[config.mk]
export PLATFORM = sky130hd
export DESIGN_NAME = tt_sweep_reader
export DESIGN_NICKNAME = d
export VERILOG_FILES = /design/src/rtl/tt_pkg.sv /design/src/rtl/tt_sample_window.sv /design/src/rtl/tt_sweep_reader.sv
export SDC_FILE = /design/constraint.sdc
export NUM_CORES = 1
export LEC_CHECK = 0
export BUFFER_PORTS_ARGS = -buffer_cell sky130_fd_sc_hd__buf_2
export CAP_MARGIN = 25
export CORE_ASPECT_RATIO = 2
export CORE_UTILIZATION = 45
export CTS_BUF_LIST = sky130_fd_sc_hd__clkbuf_16
export CTS_CLUSTER_DIAMETER = 80
export DETAILED_ROUTE_END_ITERATION = 6
export GPL_TIMING_DRIVEN = 0
export HOLD_SLACK_MARGIN = 0.1
export PLACE_DENSITY = 0.71
export SYNTH_ARGS = -nofsm -noshare
export SYNTH_HDL_FRONTEND = slang
export SYNTH_HIERARCHICAL = 1
export SYNTH_SLANG_ARGS = --single-unit
[constraint.sdc]
create_clock -name clk -period 2.4 [get_ports clk]
set_clock_uncertainty 0.15 [all_clocks]
set_input_delay 0.12 -clock clk [delete_from_list [all_inputs] [get_ports clk]]
set_output_delay 0.12 -clock clk [all_outputs]
set_load 0.01 [all_outputs]
[src/rtl/tt_pkg.sv]
// Shared types and constants for the 3-input truth-table sweep reader.
package tt_pkg;

  typedef enum logic [1:0] {
    ST_IDLE,
    ST_SETTLE,
    ST_SAMPLE,
    ST_FINISH
  } tt_state_e;

  localparam int unsigned NUM_COMBOS = 8;

  localparam int unsigned IN1_BIT = 2;
  localparam int unsigned IN2_BIT = 1;
  localparam int unsigned IN3_BIT = 0;

  // Combination 000 lands in the MSB so codes read like the netlist hex names.
  function automatic logic [2:0] tt_bit_pos(input logic [2:0] k);
    return 3'(NUM_COMBOS - 1) - k;
  endfunction

endpackage

[src/rtl/tt_sample_window.sv]
// Per-combination sample window: sample counter, last-sample pass-through and
// comparison of every later sample against the first one in the window.
module tt_sample_window #(
  parameter int unsigned SAMPLE_CYCLES = 2
) (
  input  logic clk,
  input  logic rst_n,
  input  logic clear,
  input  logic en,
  input  logic din,
  output logic last_sample,
  output logic sample_bit,
  output logic differs
);

  logic [7:0] cnt;
  logic       first_q;

  assign last_sample = en && (cnt == 8'(SAMPLE_CYCLES - 1));
  // The recorded value is the one sampled on the closing edge of the window.
  assign sample_bit  = din;
  assign differs     = en && (cnt != '0) && (din != first_q);

  always_ff @(posedge clk or negedge rst_n) begin
    if (!rst_n) begin
      cnt     <= '0;
      first_q <= 1'b0;
    end else if (clear) begin
      cnt <= '0;
    end else if (en) begin
      if (cnt == '0) first_q <= din;
      cnt <= cnt + 8'd1;
    end
  end

endmodule

[src/rtl/tt_sweep_reader.sv]
// Sweeps all eight input combinations into a combinational CUT and assembles
// the 8-bit truth-table code, flagging instability inside sample windows.
module tt_sweep_reader
  import tt_pkg::*;
#(
  parameter int unsigned SETTLE_CYCLES = 4,
  parameter int unsigned SAMPLE_CYCLES = 2,
  parameter logic [7:0]  EXPECTED      = 8'h89
) (
  input  logic       clk,
  input  logic       rst_n,
  input  logic       start,
  input  logic       abort,
  input  logic       dut_out,
  output logic [2:0] dut_in,
  output logic       busy,
  output logic       done,
  output logic [7:0] tt_code,
  output logic       match,
  output logic       unstable
);

  tt_state_e  state;
  logic [7:0] settle_cnt;
  logic [2:0] k;
  logic [7:0] shreg;
  logic       unst;

  logic win_clear, win_en, win_last, win_bit, win_diff;

  assign busy   = (state != ST_IDLE);
  assign dut_in = k;

  assign win_en    = (state == ST_SAMPLE);
  assign win_clear = (state == ST_SETTLE) && !abort &&
                     (settle_cnt == 8'(SETTLE_CYCLES - 1));

  tt_sample_window #(
    .SAMPLE_CYCLES(SAMPLE_CYCLES)
  ) u_window (
    .clk        (clk),
    .rst_n      (rst_n),
    .clear      (win_clear),
    .en         (win_en),
    .din        (dut_out),
    .last_sample(win_last),
    .sample_bit (win_bit),
    .differs    (win_diff)
  );

  always_ff @(posedge clk or negedge rst_n) begin
    if (!rst_n) begin
      state      <= ST_IDLE;
      settle_cnt <= '0;
      k          <= '0;
      shreg      <= '0;
      unst       <= 1'b0;
      done       <= 1'b0;
      tt_code    <= '0;
      match      <= 1'b0;
      unstable   <= 1'b0;
    end else begin
      done <= 1'b0;
      case (state)
        ST_IDLE: begin
          if (start) begin
            state      <= ST_SETTLE;
            settle_cnt <= '0;
            k          <= '0;
            shreg      <= '0;
            unst       <= 1'b0;
          end
        end
        ST_SETTLE: begin
          if (abort) begin
            state <= ST_IDLE;
            k     <= '0;
          end else if (win_clear) begin
            state <= ST_SAMPLE;
          end else begin
            settle_cnt <= settle_cnt + 8'd1;
          end
        end
        ST_SAMPLE: begin
          if (abort) begin
            state <= ST_IDLE;
            k     <= '0;
          end else begin
            unst <= unst | win_diff;
            if (win_last) begin
              shreg <= {shreg[6:0], win_bit};
              if (k == 3'(NUM_COMBOS - 1)) begin
                state <= ST_FINISH;
              end else begin
                k          <= k + 3'd1;
                settle_cnt <= '0;
                state      <= ST_SETTLE;
              end
            end
          end
        end
        ST_FINISH: begin
          tt_code  <= shreg;
          unstable <= unst;
          match    <= (shreg == EXPECTED);
          done     <= 1'b1;
          state    <= ST_IDLE;
        end
        default: state <= ST_IDLE;
      endcase
    end
  end

endmodule

==> flow_summary.toml, run 1 <==
[cells_and_area]
diodes = 0
fillCellCount = 432
layout.nets = 250
area_delta_synth_final_pct = 20.4
sequential_cell_area_um2 = 1050
final_layout_size_suffix_gt1_share_pct = 24.2
multi_input_comb_area_um2 = 1020

[place]
finalWeightedCongestion = 0.793
placement.setup.worst_slack_ns = -0.406
placement.io_buffers = 19
dpl.hpwl_um = 2920

[clock_network]
num_clock_sinks = 42
level_count_of_the_clock_h_tree = 2
path_clk_slew_ns = 0.06
clockBufferDepth = 2
clock_insertion_delay_worst_skew_ns = 0.28
cts_tree = "built"
numCtsBuffers = 5
clockRootBuffer = "sky130_fd_sc_hd__clkbuf_16"

[worst_setup_path]
crit_cells = 8
worst_setup_path_start_kind = "register"
critical_path_class = "register to register"
reg2reg_setup_slack_ns = 0.09
timing.critical_path.cells = "ha_1 -> nor4b_2 -> and3_2 -> buf_2 -> clkbuf_4 -> nor2b_1 -> nand4_1 -> mux2_1"
r2r.worst_path.cells = 8
crit_end_element = "register"
crit_path_end = "u_window/first_q"
worst_ep_required_time_ns = 2.41
crit_path_max_incr_delay_ns = 0.40
crit-reg2reg-capture = "u_window/first_q"
timing.critical_path.buf_inv = 2
critical-path-top-delay-family = "simple AND/OR/NAND/NOR gates"
crit_path_start = "settle_cnt[0]"
path_max_fanout = 9
crit_slowest_cell = "sky130_fd_sc_hd__dfrtp_1"
regToRegStartpoint = "settle_cnt[0]"
critical_path_arrival_ns = 2.33

[logic_synthesis]
ys.flop_type = "sky130_fd_sc_hd__dfrtp_1"
synth-warning-count = 6
synth_enable_flop_cells = 0
synth-seq-area-share_pct = 49.7
synth.cell_area_um2 = 2120
most_used_standard_cell_by_instance_count_after_synthesis = "sky130_fd_sc_hd__dfrtp_1"
count_of_distinct_cell_types_in_the_synthesized_netlist = 41
synth_largest_area_cell = "sky130_fd_sc_hd__dfrtp_1"
synthTopCellsByArea = "sky130_fd_sc_hd__dfrtp_1 (50%), sky130_fd_sc_hd__mux2_2 (5.9%), sky130_fd_sc_hd__o21ai_0 (4.5%), sky130_fd_sc_hd__nand2_1 (4.4%), sky130_fd_sc_hd__ha_1 (3.5%)"
netlist_top_cells_count = "sky130_fd_sc_hd__dfrtp_1 (42), sky130_fd_sc_hd__nand2_1 (25), sky130_fd_sc_hd__o21ai_0 (19)"
mapped_nets = 217
synth.ff_latch_count = 42
synth_async_sr_flop_share_pct = 100
synth_top_cell_area_share_pct = 49.7
post_synth.cell_area_avg_um2 = 10.3
syn_inst = 206

[floorplanning]
core_area_um2 = 4550
top_level_ports = 20
floorplan.die_area_um2 = 5000
die_y_um = 99.0
die_width_um = 50.5
core.rowCount = 35
floorplan.initialDensity_pct = 46.5

[power]
ir_worst_vdd_mv = 0.628
cellPowerDensity_nw_per_um2 = 965
total_leakage_power_uw = 0.00119

[grt]
groute.usage.overall_pct = 18.6
antenna_violations_before_repair = 0
first_pass_grt_wire_length_um = 6970
first_global_vias = 1541
grt.overflow.total = 0
grt_max_degree = 43

[route]
route.detailed.wl_per_inst_um = 14.3
detailroute.via_count = 1641
detailedRoute.firstPassIterationCount = 4
postRouteAntennaNets = 0
drt_wl_total_um = 4210
route.detailed.vias_per_inst = 5.56
drt_drc_violations_left = 0
drt-initial-drc-count = 39

[sta]
setup-tns-final_ns = 0
max_slew_margin_pct = 72.8
post-route-period-util_pct = 96.3
timing.final.hold_violations = 0
final-setup-viol-count = 0
final_max_slew_viol_count = 0
period_minus_ws_final_ns = 2.31
setup_ws_ns = 0.0877
clock.fmax_mhz = 432
worst_pin_slew_ns = 0.407

[status]
outcome = "finished, final reports clean"

[hold_path]
min-delay-path-class = "register to register"

[run]
drv.max_cap_violation_count = 0
[placed cells by master (no fill, tap or decap), types with 6 or more instances in the layout]
cell type / instances
sky130_fd_sc_hd__a21oi_1: 7
sky130_fd_sc_hd__ha_1: 6
sky130_fd_sc_hd__or3_1: 6
sky130_fd_sc_hd__nand4_1: 7
sky130_fd_sc_hd__mux2_2: 11
sky130_fd_sc_hd__nand3_1: 11
sky130_fd_sc_hd__o21ai_1: 6
sky130_fd_sc_hd__nand2_1: 25
sky130_fd_sc_hd__dfrtp_1: 42
sky130_fd_sc_hd__nor2_1: 13
sky130_fd_sc_hd__buf_2: 22
sky130_fd_sc_hd__o21ai_0: 18
[cells by family (layout without fill, tap and decap cells)]
logic type,after synthesis,count (layout),synth area share (%)
AOI/OAI and AO/OA,39,39,10.8
xor gates and xnor gates,5,5,2.07
adders and majority gates,6,6,3.55
buffers and inverters,14,48,3.84
DFF,42,42,49.7
muxes,14,14,7.39
and+or+nand+nor,86,86,22.7
[routing by layer]
layer / track usage [%] / vias up / share of wire [%]
li1: - / 797 / -
met3: 3.24 / 12 / 2.3
met2: 32.8 / 24 / 55
met1: 20.5 / 808 / 40
met5: 0 / - / 0
met4: 9.62 / 0 / 2.9
[layout make-up]
| cell class | count | area share (%) |
|---|---|---|
| clock inverters | 3 | 0.639 |
| repair buffers | 27 | 7.07 |
| clock buffers | 5 | 4.91 |
| plain buffers | 9 | 2.80 |
| multi-input cells | 150 | 40.0 |
| flip-flops and latches | 42 | 41.3 |
| inverters | 4 | 0.589 |
| well taps | 55 | 2.70 |
[tightest hold or removal path, delay by kind of cell, from the launching register on]
family | cells | cell delay (ns)
AND/OR/NAND/NOR | 1 | 0.04
AO/OA/AOI/OAI | 1 | 0.06
flip-flops | 1 | 0.34
[where the power goes]
| group | switching [uW] | leakage [uW] | internal [uW] | total (uW) |
|---|---|---|---|---|
| clock network | 268 | 0.0000672 | 379 | 648 |
| logic | 443 | 0.000561 | 365 | 808 |
| registers | 159 | 0.000559 | 843 | 1000 |
| total | 870 | 0.00119 | 1590 | 2460 |
[how the worst min path moves through the flow]
stage          slack, ns       start  cells past startpoint          to
3_3_place_gp        0.17       rst_n                      1  tt_code[2]
3_5_place_dp        0.17       rst_n                      1  tt_code[2]
6_report            0.33       match                      2       match
2_1_floorplan      -0.33       rst_n                      0        done
4_1_cts             0.33       match                      2       match
5_1_grt             0.37  tt_code[3]                      1  tt_code[3]
[flip-flops by register name, indices dropped and copies added, names as in the netlist]
register and flops:
settle_cnt 8, shreg 8, tt_code 8, u_window/cnt 8, dut_in 3, state 2, done 1, match 1
u_window/first_q 1, unst 1, unstable 1
[metrics by stage]
step | util, % | hold WS (ns) | total power (uW) | cells | area, um2
floorplan | - | -0.326 | 1560 | 206 | 2120
global placement | 50.1 | 0.169 | 1740 | 280 | 2280
detailed placement | 50.1 | 0.169 | 1760 | 280 | 2280
CTS | 54.5 | 0.333 | 2440 | 292 | 2480
global route | 55.9 | 0.370 | 2620 | 295 | 2550
finish | 55.9 | 0.329 | 2460 | 295 | 2550
[timing repair]
action                                  in CTS  in global routing
pin swaps                                    0                  1
endpoints found under the hold margin       47                  5
hold buffers                                 4                  1
endpoints found under the setup margin      20                  6
resized for setup                            5                  7
setup buffers                                1                  1
(Power assumes the default switching activity.)
==> run 2: changes to the inputs <==
--- a/config.mk
+++ b/config.mk
@@ -7,14 +7,16 @@
 export LEC_CHECK = 0
 export BUFFER_PORTS_ARGS = -buffer_cell sky130_fd_sc_hd__buf_2
 export CAP_MARGIN = 25
+export CELL_PAD_IN_SITES_DETAIL_PLACEMENT = 1
+export CELL_PAD_IN_SITES_GLOBAL_PLACEMENT = 1
 export CORE_ASPECT_RATIO = 2
-export CORE_UTILIZATION = 45
+export CORE_UTILIZATION = 41
 export CTS_BUF_LIST = sky130_fd_sc_hd__clkbuf_16
 export CTS_CLUSTER_DIAMETER = 80
 export DETAILED_ROUTE_END_ITERATION = 6
 export GPL_TIMING_DRIVEN = 0
 export HOLD_SLACK_MARGIN = 0.1
-export PLACE_DENSITY = 0.71
+export PLACE_DENSITY = 0.79
 export SYNTH_ARGS = -nofsm -noshare
 export SYNTH_HDL_FRONTEND = slang
 export SYNTH_HIERARCHICAL = 1
==> flow_summary.toml, run 2 (synthesized netlist as in run 1, its figures left out) <==
[sta]
post-route-period-util_pct = 96.1
final_max_slew_viol_count = 0
timing.final.hold_violations = 0
period_minus_ws_final_ns = 2.31
setup-tns-final_ns = 0
worst_pin_slew_ns = 0.756
max_slew_margin_pct = 49.5
clock.fmax_mhz = 434
final-setup-viol-count = 0

[cells_and_area]
final_core_util_pct = 53.6
fillCellCount = 548
layout.nets = 252
final_common_cell = "sky130_fd_sc_hd__dfrtp_1"
multi_input_comb_area_um2 = 1040
diodes = 0
most_frequent_cells_in_the_layout = "sky130_fd_sc_hd__dfrtp_1 (41), sky130_fd_sc_hd__nand2_1 (25), sky130_fd_sc_hd__buf_2 (22)"
final_cell_count_without_fillers = 299
area_delta_synth_final_pct = 24.4
final_layout_size_suffix_gt1_share_pct = 25.6
sequential_cell_area_um2 = 1050

[route]
drt_drc_violations_left = 0
drt-initial-drc-count = 35
detailedRoute.firstPassIterationCount = 4
route.detailed.wl_per_inst_um = 17.3
route.detailed.vias_per_inst = 5.69
detailroute.via_count = 1701
drt_wl_total_um = 5170
postRouteAntennaNets = 0

[grt]
first_pass_grt_wire_length_um = 8670
grt_max_degree = 43
antenna_violations_before_repair = 0
groute.usage.overall_pct = 21.0
first_global_vias = 1825
grt.overflow.total = 0

[power]
total_leakage_power_uw = 0.00122
post_layout_total_power_uw = 2770
ir_worst_vdd_mv = 0.792
cellPowerDensity_nw_per_um2 = 1050

[worst_setup_path]
critical_path_class = "register to register"
crit_path_max_incr_delay_ns = 0.45
critical_path_arrival_ns = 2.31
crit_cells = 8
worst_ep_required_time_ns = 2.40
crit_end_element = "register"
path_max_fanout = 10
critical-path-top-delay-family = "simple AND/OR/NAND/NOR gates"
r2r.worst_path.cells = 8
crit_slowest_cell = "sky130_fd_sc_hd__dfrtp_1"
timing.critical_path.buf_inv = 2
timing.critical_path.cells = "buf_4 -> nor2b_4 -> buf_6 -> and4_1 -> nor4bb_4 -> a211oi_4 -> o21ai_0 -> nand3_1"
worst_setup_path_start_kind = "register"

[hold_path]
worst_hold_stages = 2
min-delay-path-class = "register to register"

[run]
drv.max_cap_violation_count = 0

[floorplanning]
die_width_um = 52.8
die_y_um = 104
top_level_ports = 20
floorplan.die_area_um2 = 5470
core.rowCount = 36
floorplan.initialDensity_pct = 43.1
core_area_um2 = 4910

[clock_network]
cts_tree = "built"
level_count_of_the_clock_h_tree = 2
numCtsBuffers = 5
num_clock_sinks = 42
path_clk_slew_ns = 0.06
clock_insertion_delay_worst_skew_ns = 0.28
clockBufferDepth = 2
clockRootBuffer = "sky130_fd_sc_hd__clkbuf_16"

[place]
placed_cells_incl_taps = 282
placement.io_buffers = 19
finalWeightedCongestion = 0.775
dpl.hpwl_um = 3420

[status]
outcome = "finished, final reports clean"
-- run 2: cell types whose count changed in the layout (fill, tap and decap cells not counted), sizes merged --
cell      delta
a211oi       +1
buf          +1
clkinv       -1
bufinv       +2
clkinvlp     -1
-- run 2: final cells by class --
class,count,share of cell area [%]
clock buffer,5,4.75
tap,57,2.71
buffer,9,2.71
multi-input combinational,151,39.5
timing repair buffer,28,7.13
sequential,42,40.0
clock inverter,3,2.61
inverter,4,0.570
-- run 2: worst min-delay path: cells and delay by family (launching register included) --
family             cells  cell delay [ns]
and+or+nand+nor        1             0.05
AOI/OAI and AO/OA      1             0.06
DFF                    1             0.34
-- run 2: metal layers --
metal	track usage, %	part of all wire (%)
met2	36.7	57
met4	7.89	2.1
met5	0	0
met1	24.3	39
met3	3.23	2.0
-- run 2: final timing paths --
check                          from             to  slack (ns)
max                        state[0]  settle_cnt[6]        0.09
max in group asynchronous     rst_n       state[1]        1.12
min                           match          match        0.34
max reg2reg                state[0]  settle_cnt[6]        0.09
min in group asynchronous     rst_n           done        0.55
min reg2reg                   match          match        0.34
-- run 2: per-stage QoR --
stage,hold slack [ns],instance area (um2),setup WS (ns)
2_1_floorplan,-0.326,2120,0.0137
3_3_place_gp,0.177,2280,-0.386
3_5_place_dp,0.180,2280,-0.408
4_1_cts,0.346,2560,0.0257
5_1_grt,0.368,2630,-0.00178
6_report,0.340,2630,0.0942
-- run 2: timing repair --
item                       in CTS  in global routing
setup buffers                   1                  2
setup endpoints to repair      20                  9
gates cloned                    1                  0
pin swaps                       1                  2
hold endpoints to repair       47                  1
resized for setup               7                  7
hold buffers                    4                  1
-- run 2: power by group --
group          leakage (uW)  internal (uW)  switching, uW
logic              0.000570            384            490
clock network     0.0000940            598            279
registers          0.000558            844            170
